<file path="src/rtl/udp_rx_handler.sv">
// UDP receive stage: strips the 8-byte UDP header from an IPv4 payload stream, forwards the
// UDP payload combinationally, verifies the checksum and publishes per-datagram metadata.
module udp_rx_handler #(
    parameter int DATA_WIDTH = 8
) (
    input  logic                  clk,
    input  logic                  rst_n,
    input  logic [DATA_WIDTH-1:0] s_axis_tdata_i,
    input  logic                  s_axis_tvalid_i,
    output logic                  s_axis_tready_o,
    input  logic                  s_axis_tlast_i,
    input  logic                  in_meta_valid_i,
    output logic                  in_meta_ready_o,
    input  logic [31:0]           in_meta_src_ip_i,
    input  logic [31:0]           in_meta_dst_ip_i,
    input  logic [7:0]            in_meta_protocol_i,
    input  logic [15:0]           in_meta_total_length_i,
    output logic [DATA_WIDTH-1:0] m_axis_tdata_o,
    output logic                  m_axis_tvalid_o,
    input  logic                  m_axis_tready_i,
    output logic                  m_axis_tlast_o,
    output logic                  udp_meta_valid_o,
    input  logic                  udp_meta_ready_i,
    output logic [15:0]           udp_src_port_o,
    output logic [15:0]           udp_dst_port_o,
    output logic [15:0]           udp_length_o,
    output logic                  udp_checksum_ok_o,
    output logic                  udp_length_err_o,
    output logic                  udp_drop_o
);

    localparam logic [15:0] IPV4_HDR_BYTES = 16'd20;  // IHL fixed at 5 words
    localparam logic [7:0]  PROTO_UDP      = 8'h11;

    if (DATA_WIDTH != 8) begin : g_width_check
        $error("udp_rx_handler supports DATA_WIDTH = 8 only");
    end

    typedef enum logic [2:0] {ST_IDLE, ST_HDR, ST_PAYLOAD, ST_TRAIL, ST_DROP, ST_META} state_e;

    state_e      state_q, state_d;
    logic [2:0]  hdr_cnt_q, hdr_cnt_d;
    logic [15:0] ip_len_q, ip_len_d;
    logic [15:0] remaining_q, remaining_d;
    logic [31:0] acc_q, acc_d;
    logic        phase_hi_q, phase_hi_d;
    logic [15:0] src_port_q, src_port_d, dst_port_q, dst_port_d;
    logic [15:0] udp_len_q, udp_len_d, csum_field_q, csum_field_d;
    logic        is_udp_q, is_udp_d, len_err_q, len_err_d, drop_q, drop_d, csum_ok_q, csum_ok_d;

    logic [7:0]  in_byte;
    logic [31:0] byte_word;
    logic [16:0] fold1, fold2;

    assign in_byte   = s_axis_tdata_i[7:0];
    // Even-offset bytes are the high half of a big-endian word; an odd tail is thus zero-padded low.
    assign byte_word = phase_hi_q ? {16'h0, in_byte, 8'h00} : {24'h0, in_byte};

    // NOTE: every always_comb output gets a default first so no path can infer a latch.
    always_comb begin
        state_d         = state_q;
        hdr_cnt_d       = hdr_cnt_q;
        ip_len_d        = ip_len_q;
        remaining_d     = remaining_q;
        acc_d           = acc_q;
        phase_hi_d      = phase_hi_q;
        src_port_d      = src_port_q;
        dst_port_d      = dst_port_q;
        udp_len_d       = udp_len_q;
        csum_field_d    = csum_field_q;
        is_udp_d        = is_udp_q;
        len_err_d       = len_err_q;
        drop_d          = drop_q;
        csum_ok_d       = csum_ok_q;
        s_axis_tready_o = 1'b0;
        m_axis_tvalid_o = 1'b0;
        m_axis_tdata_o  = '0;
        m_axis_tlast_o  = 1'b0;
        in_meta_ready_o = 1'b0;
        udp_meta_valid_o = 1'b0;

        unique case (state_q)
            ST_IDLE: begin
                if (in_meta_valid_i) begin
                    ip_len_d = (in_meta_total_length_i < IPV4_HDR_BYTES) ? 16'd0
                             : in_meta_total_length_i - IPV4_HDR_BYTES;
                    acc_d = {16'h0, in_meta_src_ip_i[31:16]} + {16'h0, in_meta_src_ip_i[15:0]}
                          + {16'h0, in_meta_dst_ip_i[31:16]} + {16'h0, in_meta_dst_ip_i[15:0]}
                          + {24'h0, PROTO_UDP};
                    phase_hi_d   = 1'b1;
                    hdr_cnt_d    = 3'd0;
                    src_port_d   = '0;
                    dst_port_d   = '0;
                    udp_len_d    = '0;
                    csum_field_d = '0;
                    len_err_d    = 1'b0;
                    csum_ok_d    = 1'b0;
                    is_udp_d     = (in_meta_protocol_i == PROTO_UDP);
                    drop_d       = (in_meta_protocol_i != PROTO_UDP);
                    state_d      = (in_meta_protocol_i == PROTO_UDP) ? ST_HDR : ST_DROP;
                end
            end
            ST_HDR: begin
                s_axis_tready_o = 1'b1;
                if (s_axis_tvalid_i) begin
                    // Byte 5 completes udp_length, which the pseudo-header also counts once.
                    acc_d = acc_q + byte_word
                          + ((hdr_cnt_q == 3'd5) ? {16'h0, udp_len_q[15:8], in_byte} : 32'h0);
                    phase_hi_d = ~phase_hi_q;
                    hdr_cnt_d  = hdr_cnt_q + 3'd1;
                    case (hdr_cnt_q)
                        3'd0:    src_port_d[15:8]   = in_byte;
                        3'd1:    src_port_d[7:0]    = in_byte;
                        3'd2:    dst_port_d[15:8]   = in_byte;
                        3'd3:    dst_port_d[7:0]    = in_byte;
                        3'd4:    udp_len_d[15:8]    = in_byte;
                        3'd5:    udp_len_d[7:0]     = in_byte;
                        3'd6:    csum_field_d[15:8] = in_byte;
                        default: csum_field_d[7:0]  = in_byte;
                    endcase
                    if (hdr_cnt_q == 3'd7) begin
                        if (udp_len_q < 16'd8 || udp_len_q > ip_len_q) begin
                            len_err_d = 1'b1;
                            drop_d    = 1'b1;
                            state_d   = s_axis_tlast_i ? ST_META : ST_DROP;
                        end else begin
                            remaining_d = udp_len_q - 16'd8;
                            if (udp_len_q == 16'd8) begin
                                state_d = s_axis_tlast_i ? ST_META : ST_TRAIL;
                            end else if (s_axis_tlast_i) begin
                                len_err_d = 1'b1;
                                drop_d    = 1'b1;
                                state_d   = ST_META;
                            end else begin
                                state_d = ST_PAYLOAD;
                            end
                        end
                    end else if (s_axis_tlast_i) begin
                        len_err_d = 1'b1;
                        drop_d    = 1'b1;
                        state_d   = ST_META;
                    end
                end
            end
            ST_PAYLOAD: begin
                m_axis_tdata_o  = s_axis_tdata_i;
                m_axis_tvalid_o = s_axis_tvalid_i;
                m_axis_tlast_o  = (remaining_q == 16'd1) || s_axis_tlast_i;
                s_axis_tready_o = m_axis_tready_i;
                if (s_axis_tvalid_i && m_axis_tready_i) begin
                    acc_d       = acc_q + byte_word;
                    phase_hi_d  = ~phase_hi_q;
                    remaining_d = remaining_q - 16'd1;
                    if (s_axis_tlast_i) begin
                        len_err_d = (remaining_q != 16'd1);
                        state_d   = ST_META;
                    end else if (remaining_q == 16'd1) begin
                        state_d = ST_TRAIL;
                    end
                end
            end
            ST_TRAIL, ST_DROP: begin
                s_axis_tready_o = 1'b1;
                if (s_axis_tvalid_i && s_axis_tlast_i) state_d = ST_META;
            end
            ST_META: begin
                udp_meta_valid_o = 1'b1;
                if (udp_meta_ready_i) begin
                    in_meta_ready_o = 1'b1;
                    state_d         = ST_IDLE;
                end
            end
            default: state_d = ST_IDLE;
        endcase

        fold1 = {1'b0, acc_d[31:16]} + {1'b0, acc_d[15:0]};
        fold2 = {1'b0, fold1[15:0]} + {16'h0, fold1[16]};
        if (state_d == ST_META && state_q != ST_META) begin
            csum_ok_d = is_udp_q && (fold2[15:0] == 16'hFFFF || csum_field_d == 16'h0000);
        end
    end

    // NOTE: sequential state uses non-blocking assignments so all registers update together.
    always_ff @(posedge clk or negedge rst_n) begin
        if (!rst_n) begin
            state_q      <= ST_IDLE;
            hdr_cnt_q    <= '0;
            ip_len_q     <= '0;
            remaining_q  <= '0;
            acc_q        <= '0;
            phase_hi_q   <= 1'b1;
            src_port_q   <= '0;
            dst_port_q   <= '0;
            udp_len_q    <= '0;
            csum_field_q <= '0;
            is_udp_q     <= 1'b0;
            len_err_q    <= 1'b0;
            drop_q       <= 1'b0;
            csum_ok_q    <= 1'b0;
        end else begin
            state_q      <= state_d;
            hdr_cnt_q    <= hdr_cnt_d;
            ip_len_q     <= ip_len_d;
            remaining_q  <= remaining_d;
            acc_q        <= acc_d;
            phase_hi_q   <= phase_hi_d;
            src_port_q   <= src_port_d;
            dst_port_q   <= dst_port_d;
            udp_len_q    <= udp_len_d;
            csum_field_q <= csum_field_d;
            is_udp_q     <= is_udp_d;
            len_err_q    <= len_err_d;
            drop_q       <= drop_d;
            csum_ok_q    <= csum_ok_d;
        end
    end

    assign udp_src_port_o    = src_port_q;
    assign udp_dst_port_o    = dst_port_q;
    assign udp_length_o      = udp_len_q;
    assign udp_checksum_ok_o = csum_ok_q;
    assign udp_length_err_o  = len_err_q;
    assign udp_drop_o        = drop_q;

endmodule

</file>
<file path="config.mk">
export PLATFORM = sky130hd
export DESIGN_NAME = udp_rx_handler
export DESIGN_NICKNAME = d
export VERILOG_FILES = /design/src/rtl/udp_rx_handler.sv
export SDC_FILE = /design/constraint.sdc
export NUM_CORES = 1
export LEC_CHECK = 0
export CAP_MARGIN = 30
export CORE_ASPECT_RATIO = 1.4
export CORE_MARGIN = 5
export CORE_UTILIZATION = 51
export CTS_CLUSTER_SIZE = 8
export DETAILED_ROUTE_END_ITERATION = 6
export PLACE_DENSITY = 0.78
export SETUP_SLACK_MARGIN = 0.05
export SKIP_LAST_GASP = 1
export SYNTH_ARGS = -nofsm -noshare
export SYNTH_HDL_FRONTEND = slang
export SYNTH_SLANG_ARGS = --single-unit
</file>
<file path="constraint.sdc">
create_clock -name clk -period 7.6 [get_ports clk]
set_input_delay 1.52 -clock clk [delete_from_list [all_inputs] [get_ports clk]]
set_output_delay 1.52 -clock clk [all_outputs]
set_load 0.02 [all_outputs]
</file>
==> out/qor.txt <==
Nets@finish = 2042
Die height = 191.8 um
YS warnings = 0
Failing checks = design-rule violations, negative setup slack
TritonCTS clock tree = done
Layout Utilization = 0.7345
First-pass GRT wire length = 66.13 mm
Final min period = 7963 ps
Post-CTS Hold Buffers = 0
Initial cell density of the core = 0.5172
CTS Buf Count = 17
Die area = 0.02683 mm2
Drt drc = 4
DRT Wirelength = 42.65 mm
Worst hold stages = 2
Post-synth top cells = 138 x dfrtp_1, 135 x nand2_1, 113 x ha_1, 112 x o21ai_0, 96 x nor2_1
Overflow after GRT = 0
Max Buffers Root-to-Sink = 2
Count leader, synth = dfrtp_1
CP endpoint = udp_checksum_ok_o$_DFFE_PN0P_
Share of cells above drive strength 1 = 0.2366
Worst stage delay on the critical path = 390 ps
Synth top area cells = dfrtp_1 29%, ha_1 12%, fa_1 5.7%
Clock Sinks = 139
Tot GR Track Use = 0.3073
Site Rows = 66
Port Buf Inserts = 166
Ys async rst share = 1.000
Wire per inst = 20.20 um
Antenna violations before repair = 0
Placed Cells = 2021
Outcome = finished with violations
Core area = 0.02329 mm2
Period utilization = 1.048
RSZ-0062 raised after global routing = true
Critical Path AT = 8350 ps
Final setup vio count = 1
Worst IR Drop VDD = 0.0002329 V
Ant diodes = 0
Vias/cell = 6.162
CP Max Fanout = 4
Synth Instances = 1392
R2r worst-path depth = 38
Slew Limit Fails = 0
R2R Path Start = phase_hi_q$_DFFE_PN1P_
Finished Layout Cells = 2111
Slew @ Worst Pin = 967.6 ps
Iter 0 DRT Violations = 1023
Final antenna-violating net count = 0
Synthesis-stage register bit count = 139
CP Class = in -> reg
Critical Path Source Type = input port
Total of max-cap violations = 0
Vias in the first global route = 13170
Number of synthesized flops with an enable pin = 0
Layout area overhead = 42.01%
Final WS setup = -362.9 ps
R2R Path End = udp_checksum_ok_o$_DFFE_PN0P_
Gpl congestion = 0.9660
PwrDens = 396.2 mW/mm2
Synth Flop Type = dfrtp_1
DP Area = 0.01558 mm2
Routed via count = 13010
Worst rel slew slack = 0.3506
R2r setup slk = 20 ps
Worst-path clk slew = 70 ps
Seq/Total Area, Yosys = 0.2889
Mapped cell area = 0.01204 mm2
Clock latency at the later pin of the worst-skew pair = 450 ps
P_leak = 7.931 nW
Synth area leader = dfrtp_1
Yosys cell types = 84
Clock skew = 13.53 ps
Syn avg cell area = 8.652 um2
Syn Nets = 1642
Total power = 6.776 mW
Max frequency = 0.1256 GHz
CP dominant cell by count = a21o_1
Pin count of the biggest net entering global routing = 74
Crit path from = s_axis_tdata_i[5]
Worst Hold Class = reg -> reg
Critical Path RT = 7990 ps
Number of fillers in the final layout = 1637
Top-area cell type share of the netlist area = 0.2867
DP Worst Slack = -1168 ps
Root Buffer = clkbuf_16
HPWL Detailed = 30.47 mm
CP Capture Type = flop
IO Pins = 167
TritonRoute pass-1 iters = 7
H-tree levels = 4
Final Cell Area = 0.01710 mm2
Slowest CP cell = ha_2
Die Span X = 139.9 um
Fin. Hold Viols = 0
## layout by cell type (no fill, tap or decap), drive strengths merged, types with 20 or more instances in the layout
cell type / count
a21o: 27
a21oi: 76
and2: 26
and3: 32
buf: 269
clkdlybuf4s50: 157
dfrtp: 138
fa: 34
ha: 113
inv: 76
nand2: 135
nand3: 29
nor2: 96
nor2b: 20
nor3: 33
o21ai: 141
o22ai: 22
xnor2: 63
xor2: 30
## per-stage QoR
step	hold slack [ps]	setup TNS (ps)
2_1_floorplan	449.8	-78.11
3_3_place_gp	461.6	-917.2
3_5_place_dp	474.0	-1168
4_1_cts	488.7	-332.0
5_1_grt	508.3	-720.3
6_report	485.2	-362.9
## layout make-up
cell class                 instances  area, um2  share of cell area
multi-input combinational       1131       8715              0.5095
timing repair buffer             433       3702              0.2165
sequential                       139       3480              0.2034
clock buffer                      18      429.2             0.02509
tap                              306      382.9             0.02238
inverter                          70      262.8             0.01536
clock inverter                    14      132.6            0.007754
## repair_timing
action | CTS | global route
resized for setup | 52 | 56
pin swaps | 69 | 56
buffers inserted | 41 | 22
cloned | 0 | 0
endpoints found under the setup margin | 1 | 2
## routing by layer
| metal | part of all wire | track usage | vias up | wire length (um) |
|---|---|---|---|---|
| met5 | 0 | 0 | - | 0 |
| met4 | 0.086 | 0.2144 | 0 | 3656 |
| met3 | 0.079 | 0.05355 | 260 | 3363 |
| met2 | 0.50 | 0.5526 | 760 | 21160 |
| met1 | 0.34 | 0.3244 | 6134 | 14470 |
| li1 | - | - | 5855 | - |
## cell families (layout without fill, tap and decap cells)
family                     Yosys count  count (layout)  synth area share
xor gates and xnor gates            93              93           0.06763
and+or+nand+nor                    471             471            0.1997
buffers and inverters              122             535           0.04031
AOI/OAI and AO/OA                  412             412            0.2229
DFF                                139             139            0.2889
adders and majority gates          147             147            0.1739
muxes                                8               8          0.006649
## power by group
part           switching (mW)  internal [mW]
registers               0.281          0.971
clock network           0.385          0.430
logic                    2.43           2.28
## sequential cells by signal, summed over array words and instances, names as in the netlist
signal,flops
state_q,3
udp_drop_o,1
udp_dst_port_o,16
phase_hi_q,1
hdr_cnt_q,3
acc_q,32
udp_length_err_o,1
remaining_q,16
udp_length_o,16
csum_field_q,16
udp_checksum_ok_o,1
udp_src_port_o,16
is_udp_q,1
ip_len_q,16
## worst min path at each step
stage / startpoint / to / slack, ps
CTS: udp_dst_port_o[2]$_DFFE_PN0P_ / udp_dst_port_o[2]$_DFFE_PN0P_ / 490
global placement: udp_dst_port_o[2]$_DFFE_PN0P_ / udp_dst_port_o[2]$_DFFE_PN0P_ / 460
global route: csum_field_q[3]$_DFF_PN0_ / csum_field_q[3]$_DFF_PN0_ / 510
detailed placement: udp_dst_port_o[2]$_DFFE_PN0P_ / udp_dst_port_o[2]$_DFFE_PN0P_ / 470
finish: udp_dst_port_o[2]$_DFFE_PN0P_ / udp_dst_port_o[2]$_DFFE_PN0P_ / 490
floorplan: ip_len_q[15]$_DFFE_PN0P_ / ip_len_q[15]$_DFFE_PN0P_ / 450
## critical path: cells and delay by family
kind / cells / cell delay (ps)
compound gates: 20 / 3220
simple gates: 11 / 1640
fa+ha+maj: 5 / 1360
buf+inv: 4 / 580
Note: power is estimated with default switching activity, not from simulation.
